**src/rtl/hdlc_pkg.sv**
```systemverilog
// Shared definitions for the Hdlc register bus and the receive drain engine.
// Register map, Rx_SC bit positions and drain FSM state encoding.
package hdlc_pkg;

    localparam logic [2:0] TX_SC   = 3'h0;
    localparam logic [2:0] TX_BUFF = 3'h1;
    localparam logic [2:0] RX_SC   = 3'h2;
    localparam logic [2:0] RX_BUFF = 3'h3;
    localparam logic [2:0] RX_LEN  = 3'h4;

    localparam int RX_SC_FERR  = 2;
    localparam int RX_SC_ABORT = 3;
    localparam int RX_SC_OVF   = 4;

    localparam logic [7:0] RX_DROP_CMD = 8'h02;

    typedef enum logic [3:0] {
        ST_IDLE,
        ST_RD_SC,
        ST_CAP_SC,
        ST_RD_LEN,
        ST_CAP_LEN,
        ST_RD_BYTE,
        ST_CAP_BYTE,
        ST_OUT,
        ST_DROP,
        ST_WAIT_CLR
    } drain_state_t;

endpackage

```
**src/rtl/hdlc_bus_rd.sv**
```systemverilog
// Single-beat Hdlc register read: one-cycle strobe, data valid next cycle.
// Kept generic so a transmit-side loader can reuse it.
module hdlc_bus_rd (
    input  logic       Clk,
    input  logic       Rst,
    input  logic       i_start,
    input  logic [2:0] i_addr,
    input  logic [7:0] i_rd_data,
    output logic       o_re,
    output logic [2:0] o_addr,
    output logic [7:0] o_data,
    output logic       o_valid
);

    logic r_pend;

    // Remember that a read was issued so its data can be flagged next cycle.
    always_ff @(posedge Clk) begin
        if (Rst) begin
            r_pend <= 1'b0;
        end else begin
            r_pend <= i_start;
        end
    end

    assign o_re    = i_start;
    assign o_addr  = i_start ? i_addr : 3'h0;
    assign o_data  = r_pend ? i_rd_data : 8'h00;
    assign o_valid = r_pend;

endmodule

```
**src/rtl/hdlc_rx_drain.sv**
```systemverilog
// Drains received Hdlc frames into a byte stream, dropping bad frames.
// Status and length are read first; each byte costs read, capture, handshake.
module hdlc_rx_drain
    import hdlc_pkg::*;
#(
    parameter int MAX_LEN = 128,
    parameter int CNT_W   = 16
) (
    input  logic             Clk,
    input  logic             Rst,
    input  logic             Enable,
    input  logic             Rx_Ready,
    output logic [2:0]       Bus_Address,
    output logic             Bus_ReadEnable,
    output logic             Bus_WriteEnable,
    output logic [7:0]       Bus_WrData,
    input  logic [7:0]       Bus_RdData,
    output logic [7:0]       M_Data,
    output logic             M_Valid,
    input  logic             M_Ready,
    output logic             M_Last,
    output logic             M_Error,
    output logic [CNT_W-1:0] FrameCount,
    output logic [CNT_W-1:0] DropCount
);

    drain_state_t r_state;
    drain_state_t w_next;

    logic       w_rd_start;
    logic [2:0] w_rd_addr;
    logic       w_rd_re;
    logic [2:0] w_rd_a;
    logic [7:0] w_rd_data;
    logic       w_rd_valid;
    logic       w_sc_bad;
    logic       w_len_bad;
    logic       w_wr;
    logic       w_hs;

    logic [7:0]       r_rem;
    logic             r_ovf;
    logic [7:0]       r_data;
    logic             r_valid;
    logic             r_last;
    logic             r_err;
    logic [CNT_W-1:0] r_fcnt;
    logic [CNT_W-1:0] r_dcnt;

    hdlc_bus_rd u_rd (
        .Clk       (Clk),
        .Rst       (Rst),
        .i_start   (w_rd_start),
        .i_addr    (w_rd_addr),
        .i_rd_data (Bus_RdData),
        .o_re      (w_rd_re),
        .o_addr    (w_rd_a),
        .o_data    (w_rd_data),
        .o_valid   (w_rd_valid)
    );

    assign w_sc_bad  = w_rd_data[RX_SC_FERR] | w_rd_data[RX_SC_ABORT];
    assign w_len_bad = (w_rd_data == 8'd0) ||
                       (32'(w_rd_data) > 32'(MAX_LEN));
    assign w_wr      = (r_state == ST_DROP);
    assign w_hs      = r_valid & M_Ready;

    assign Bus_ReadEnable  = w_rd_re & ~w_wr;
    assign Bus_WriteEnable = w_wr;
    assign Bus_Address     = w_wr ? RX_SC : w_rd_a;
    assign Bus_WrData      = w_wr ? RX_DROP_CMD : 8'h00;

    assign M_Data     = r_data;
    assign M_Valid    = r_valid;
    assign M_Last     = r_last;
    assign M_Error    = r_err;
    assign FrameCount = r_fcnt;
    assign DropCount  = r_dcnt;

    // State register.
    always_ff @(posedge Clk) begin
        if (Rst) begin
            r_state <= ST_IDLE;
        end else begin
            r_state <= w_next;
        end
    end

    // Next-state selection and read-strobe requests.
    always_comb begin
        w_next     = r_state;
        w_rd_start = 1'b0;
        w_rd_addr  = RX_SC;
        case (r_state)
            ST_IDLE: begin
                if (Enable && Rx_Ready) begin
                    w_next = ST_RD_SC;
                end
            end
            ST_RD_SC: begin
                w_rd_start = 1'b1;
                w_rd_addr  = RX_SC;
                w_next     = ST_CAP_SC;
            end
            ST_CAP_SC: begin
                w_next = (w_rd_valid && !w_sc_bad) ? ST_RD_LEN : ST_DROP;
            end
            ST_RD_LEN: begin
                w_rd_start = 1'b1;
                w_rd_addr  = RX_LEN;
                w_next     = ST_CAP_LEN;
            end
            ST_CAP_LEN: begin
                w_next = w_len_bad ? ST_DROP : ST_RD_BYTE;
            end
            ST_RD_BYTE: begin
                w_rd_start = 1'b1;
                w_rd_addr  = RX_BUFF;
                w_next     = ST_CAP_BYTE;
            end
            ST_CAP_BYTE: begin
                w_next = ST_OUT;
            end
            ST_OUT: begin
                if (w_hs) begin
                    w_next = r_last ? ST_WAIT_CLR : ST_RD_BYTE;
                end
            end
            ST_DROP: begin
                w_next = ST_WAIT_CLR;
            end
            ST_WAIT_CLR: begin
                if (!Rx_Ready) begin
                    w_next = ST_IDLE;
                end
            end
            default: begin
                w_next = ST_IDLE;
            end
        endcase
    end

    // Frame context, stream output register and statistics.
    always_ff @(posedge Clk) begin
        if (Rst) begin
            r_rem   <= 8'd0;
            r_ovf   <= 1'b0;
            r_data  <= 8'h00;
            r_valid <= 1'b0;
            r_last  <= 1'b0;
            r_err   <= 1'b0;
            r_fcnt  <= '0;
            r_dcnt  <= '0;
        end else begin
            case (r_state)
                ST_CAP_SC: begin
                    r_ovf <= w_rd_data[RX_SC_OVF];
                end
                ST_CAP_LEN: begin
                    r_rem <= w_rd_data;
                end
                ST_CAP_BYTE: begin
                    r_data  <= w_rd_data;
                    r_valid <= 1'b1;
                    r_last  <= (r_rem == 8'd1);
                    r_err   <= (r_rem == 8'd1) & r_ovf;
                end
                ST_OUT: begin
                    if (w_hs) begin
                        r_valid <= 1'b0;
                        r_last  <= 1'b0;
                        r_err   <= 1'b0;
                        r_rem   <= r_rem - 8'd1;
                        if (r_last) begin
                            r_fcnt <= r_fcnt + 1'b1;
                        end
                    end
                end
                ST_DROP: begin
                    r_dcnt <= r_dcnt + 1'b1;
                end
                default: begin
                end
            endcase
        end
    end

endmodule
```
**config.mk**
```make
export PLATFORM = sky130hd
export DESIGN_NAME = hdlc_rx_drain
export DESIGN_NICKNAME = d
export VERILOG_FILES = /design/src/rtl/hdlc_pkg.sv /design/src/rtl/hdlc_bus_rd.sv /design/src/rtl/hdlc_rx_drain.sv
export SDC_FILE = /design/constraint.sdc
export NUM_CORES = 1
export LEC_CHECK = 0
export CORE_MARGIN = 3
export CORE_UTILIZATION = 37
export DETAILED_ROUTE_END_ITERATION = 7
export PLACE_DENSITY = 0.71
export SKIP_CTS_REPAIR_TIMING = 1
export SYNTH_ARGS = -nofsm -noshare
export SYNTH_HDL_FRONTEND = slang
export SYNTH_SLANG_ARGS = --single-unit
```
**constraint.sdc**
```tcl
create_clock -name Clk -period 4.6 [get_ports Clk]
set_input_delay 0.92 -clock Clk [delete_from_list [all_inputs] [get_ports Clk]]
set_output_delay 0.92 -clock Clk [all_outputs]
set_load 0.01 [all_outputs]
```
## Yosys cells after proc, flatten, opt, wreduce, memory -nomap -nowiden

Cells that the tools add are included.
W data, S select, Z words.

- Flip-flop bits (word level): 57
- Memories kept: 0
- Bits of input ports: 13
- Memory bits (read-only): 0
- Output and inout bits: 56
- RAM bits: 0
- Latch bits: 0

- Shift operators: 0
- Multiply operators: 0
- Reduce and logical (&&, ||, !) cells: 13
- Add/subtract/negate cells: 3
- Bitwise logic cells: 5
- Mux-type cells: 19
- Equality and inequality tests: 13
- Order comparisons: 1
- Div/mod/pow operators: 0

Operator list:

| cell | number |
|---|---|
| $pmux W4 S10 | 1 |
| $add A16 B1 Y16 const B | 2 |
| $mux W4 | 6 |
| $eq A4 B3 Y1 const B | 4 |
| $mux W8 | 2 |
| $pmux W8 S2 | 1 |
| $eq A4 B2 Y1 const B | 2 |
| $eq A4 B4 Y1 const B | 2 |
| $eq A8 B1 Y1 const B | 1 |
| $gt A8 B8 Y1 const B | 1 |
| $logic_not A8 Y1 | 1 |
| $sub A8 B1 Y8 const B | 1 |
| $mux W3 | 2 |
| $ne A2 B2 Y1 const B | 3 |
| $pmux W1 S2 | 3 |
| $pmux W3 S2 | 1 |
| $reduce_and A3 Y1 | 2 |
| $eq A4 B1 Y1 const B | 1 |
| $logic_not A4 Y1 | 1 |
| $reduce_and A2 Y1 | 2 |
| $reduce_bool A2 Y1 | 2 |
| $and A1 B1 Y1 | 3 |
| $reduce_or A3 Y1 | 1 |
| $logic_and A1 B1 Y1 | 2 |
| 6 further kinds | 7 |

## Longest topological paths before layout

- Depth in word-level cells: 6
- Mapped depth: 8
- Depth with buffers taken out: 7

## Modules after synthesis

A second synthesis with hierarchy kept.

- Cells, all modules: 361
- Area, all modules: 2,970.3 um^2

By module, submodules not included:

| module | cells an instance | area an instance (um^2) | times used |
|---|---|---|---|
| hdlc_rx_drain | 347 | 2,867.8 | 1 |
| hdlc_bus_rd | 14 | 102.6 | 1 |

## Worst setup path before layout

Ideal clock, no wire load.

- Path kind: register to output
- Start point: register r_state[2]
- End point: output port Bus_WrData[1]
- Path slack: 2,445 ps
- Required time: 3,680 ps
- Data arrival time: 1,235 ps
- Cell stages (with the launch flop): 5
- Path through: dfxtp_1 -> buf_6 -> or4b_4 -> inv_4 -> buf_4

- Cells in the longest elaborated chain, start to end: 2

RTL lines:

| item | RTL line | source |
|---|---|---|
| start, declared | hdlc_rx_drain.sv:27 | `drain_state_t r_state;` |
| start signal, assigned | hdlc_rx_drain.sv:85 | `r_state <= w_next;` |
| $eq A4 B4 Y1 | hdlc_rx_drain.sv:65 | `assign w_wr = (r_state == ST_DROP);` |
| named net Bus_WriteEnable | hdlc_rx_drain.sv:15 | `output logic Bus_WriteEnable,` |
| $mux W2 | hdlc_rx_drain.sv:71 | `assign Bus_WrData = w_wr ? RX_DROP_CMD : 8'h00;` |
| end, declared | hdlc_rx_drain.sv:16 | `output logic [7:0] Bus_WrData,` |

The timed path passes the listed nets, and every way through them passes these cells.

## Worst setup path after layout

- Start point: register r_state[2]
- End point: output port Bus_WriteEnable

- Cells in the longest elaborated chain, start to end: 1

RTL lines:

| item | RTL line |
|---|---|
| $eq A4 B4 Y1 | hdlc_rx_drain.sv:65 |
| end, declared | hdlc_rx_drain.sv:15 |

No other way between the ends.

==> out/summary.log <==
[run_status] run status finished clean
[yosys] Post-Syn Area per Cell 7.99 µm²
[routing] vias per cell 5.21
[critical_path] kind of critical path reg -> out
[clock_tree] TritonCTS sink count 57
[routing] DR vias 2,701
[critical_path] Setup crit start kind flip-flop
[critical_path] highest fanout seen on the critical path 19
[clock_tree] clk buf depth 2
[timing] headroom to the max-slew limit 0.289
[yosys] number of enable flip-flop cells after synthesis 0
[die] I/O pin count 69
[grt] pin count of the biggest net entering global routing 59
[timing] number of pins exceeding their max-slew limit in the final report 0
[clock_tree] CTS tree done
[routing] Max Used Layer met4
[worst_hold_path] path category of the worst min-delay check reg -> reg
[critical_path] capturing point of the worst reg2reg path r_rem[5]$_SDFFE_PP0P_
[place] worst setup timing slack at the placement stage 1.55 ns
[critical_path] buffers plus inverters on the worst setup path 2
[critical_path] arrival time at the worst endpoint 2.18 ns
[clock_tree] buffer type at the clock tree root clkbuf_8
[die] initial core utilization 0.390
[critical_path] Worst R2R Path Depth 4
[timing] post-layout minimum cycle time 3.10 ns
[die] total die area 8960 µm²
[layout] total number of nets in the final design 432
[timing] count of final hold-check violations 0
[routing] wire per inst 13.2 µm
[timing] worst slew pin tran 1.07 ns
[critical_path] cell type of the slowest stage on the worst timing path or4b_4
[power] worst ir drop on vdd 0.000142 V
[timing] Final setup violation count 0
[layout] number of filler cells placed in the layout 728
[routing] Post-route DRC 0
[place] DP HPWL 4820 µm
[yosys] count leader, synth dfxtp_1
[critical_path] startpoint of the worst-slack reg-to-reg timing path r_state[2]$_SDFFE_PP0P_
[timing] setup repair after global routing missed its margin no
[yosys] top cells by area in the synthesized netlist dfxtp_1, a21oi_1, nor2_1, nand2_1, xnor2_1
[power] power density normalized to cell area 291 nW/µm²
[place] GP Congestion 0.808
[clock_tree] H-tree depth 3
[timing] final total negative setup slack 0 ns
[grt] initial antenna violation count 0
[yosys] combined area of all synthesized cells 2910 µm²
[critical_path] R2R setup slack 2.22 ns
[yosys] share of the synthesized area in the top cell type 0.392
[critical_path] required time of the worst setup path 3.68 ns
[routing] residual antenna-violating net count after detailed routing 0
[yosys] Most used DFF post-synth dfxtp_1
[power] Lkg Pwr 1.23 nW
[die] die width 94.7 µm
[timing] clock skew 0.00440 ns
[routing] DRT met1 WL 3230 µm
[grt] GR Util All Layers 0.157
[yosys] largest area contributor in the netlist dfxtp_1
[worst_hold_path] Endpoint, Worst Hold M_Data[1]$_SDFFE_PP0P_
[routing] Initial DRC Count 147
[clock_tree] clock latency of the later-clocked register in the worst-skew pair 0.33 ns
[yosys] ys async rst share 0
[layout] non-filler instance count after layout 518
[yosys] top cells by count, synth dfxtp_1, nor2_1, a21oi_1, nand2_1, nand3_1
[grt] grt total ovfl 0
[place] number of placed cells counting well taps 503
[timing] Setup WS post-layout 1.50 ns
[worst_hold_path] cell depth of the worst hold path 2
[worst_hold_path] launch point of the worst hold path M_Data[1]$_SDFFE_PP0P_
[timing] portion of the clock cycle consumed by the worst path in the final layout 0.675
[routing] length of the first detailed-routing pass in iterations 4
[layout] number of antenna diodes 0
[place] number of port buffers 61
[routing] wire length on met3 375 µm
[grt] global-route wire length before repair 11,200 µm
[layout] share of final-layout standard cells stronger than drive strength 1 0.0668
[yosys] Yosys reg bits 57
[yosys] portion of the post-synthesis area used by sequential elements 0.392
[routing] wire length reported by the detailed router 6830 µm
[routing] wire length on met2 3120 µm
[grt] number of global-route vias before repair 2,351
[critical_path] worst stage delay on the critical path 0.66 ns
[clock_tree] clock slew at the register clock pins of the worst setup and hold paths 0.06 ns
[job] maximum capacitance violations 0
[die] Cell Rows 31
[die] core outline area 7450 µm²
[yosys] cell count after synthesis 364
[critical_path] type of destination of the critical path output pin
[timing] achievable clock frequency 0.322 GHz
[yosys] number of library cell types mapped by synthesis 51
[critical_path] cells along the critical path or4b_4, inv_4, clkdlybuf4s50_1
[die] DIE HEIGHT 94.7 µm
[clock_tree] Num CTS Buffers 9
[yosys] Syn. warnings 0
[layout] layout overhead on the synthesized area 28.2%
[critical_path] family of cells with the greatest summed delay on the critical path buffers and inverters
per-layer routing:
layer	up-vias	track usage
li1	1366	-
met1	1259	0.210
met2	64	0.240
met3	12	0.0526
met4	0	0.0469
met5	-	0
power breakdown:
part | internal (W) | total (W) | switching (W) | leakage [nW]
clock network | 0.000305 | 0.000498 | 0.000193 | 0.112
logic | 0.0000351 | 0.0000754 | 0.0000404 | 0.661
registers | 0.000498 | 0.000512 | 0.0000148 | 0.459
total | 0.000838 | 0.00109 | 0.000248 | 1.23
sequential cells by signal (all words and copies together), names as in the netlist:
name	flops
r_ovf	1
r_state	4
FrameCount	16
DropCount	16
r_rem	8
M_Valid	1
M_Data	8
u_rd.o_valid	1
M_Last	1
M_Error	1
tightest hold or removal path: cells and delay by family, from the launching register on:
family           cells  cell delay (ns)
AO/OA/AOI/OAI        1             0.05
AND/OR/NAND/NOR      1             0.05
flip-flops           1             0.31
cell families (layout without fill, tap and decap cells):
family / Yosys count / count (layout) / share of synthesized area
flops: 57 / 57 / 0.392
other cells: 1 / 7 / 0.00129
simple gates: 172 / 172 / 0.314
mux: 4 / 4 / 0.0138
xor+xnor: 23 / 23 / 0.0693
buf+inv: 36 / 85 / 0.0624
compound gates: 67 / 67 / 0.130
fa+ha+maj: 4 / 4 / 0.0172
how the worst max path moves through the flow:
| stage | from | depth (start not counted) | end |
|---|---|---|---|
| finish | r_state[2]$_SDFFE_PP0P_ | 3 | Bus_WriteEnable |
| global route | r_state[3]$_SDFFE_PP0P_ | 3 | Bus_WriteEnable |
| CTS | r_state[1]$_SDFFE_PP0P_ | 3 | Bus_WrData[1] |
| detailed placement | M_Ready | 5 | r_rem[5]$_SDFFE_PP0P_ |
| global placement | M_Ready | 5 | r_rem[5]$_SDFFE_PP0P_ |
| floorplan | r_state[2]$_SDFFE_PP0P_ | 4 | Bus_WrData[1] |
layout by cell type (no fill, tap or decap), types with 3 or more instances in the layout:
cell / instances
nand3_1: 22
nor4_1: 5
xor2_1: 9
a21oi_1: 36
and3_1: 4
nor2_1: 43
clkdlybuf4s50_1: 60
or3_1: 7
nand2b_1: 5
nand2_1: 35
nand4_1: 8
nor3b_1: 3
a22oi_1: 4
dfxtp_1: 57
clkbuf_8: 13
mux2i_1: 4
o22ai_1: 3
o21ai_0: 16
nor3_1: 15
xnor2_1: 14
inv_1: 8
conb_1: 7
ha_1: 4
and4_1: 3
stage by stage:
stage / power, W / util / hold slack (ns) / area (µm²)
global placement: 0.000598 / 0.472 / 0.443 / 3510
detailed placement: 0.000598 / 0.472 / 0.448 / 3510
CTS: 0.00110 / 0.501 / 0.457 / 3730
finish: 0.00109 / 0.501 / 0.457 / 3730
floorplan: 0.000574 / - / 0.450 / 2930
global route: 0.00113 / 0.501 / 0.473 / 3730
final cells by class:
type                    instances  area (µm²)  area share
repair buffers                 61         606       0.162
flip-flops and latches         57        1140       0.306
inverters                       9        36.3     0.00973
well taps                      99         124      0.0332
clock buffers                  13         179      0.0480
multi-input cells             277        1610       0.431
clock inverters                 2        35.0     0.00940
Power figures use the tool's default switching activity.
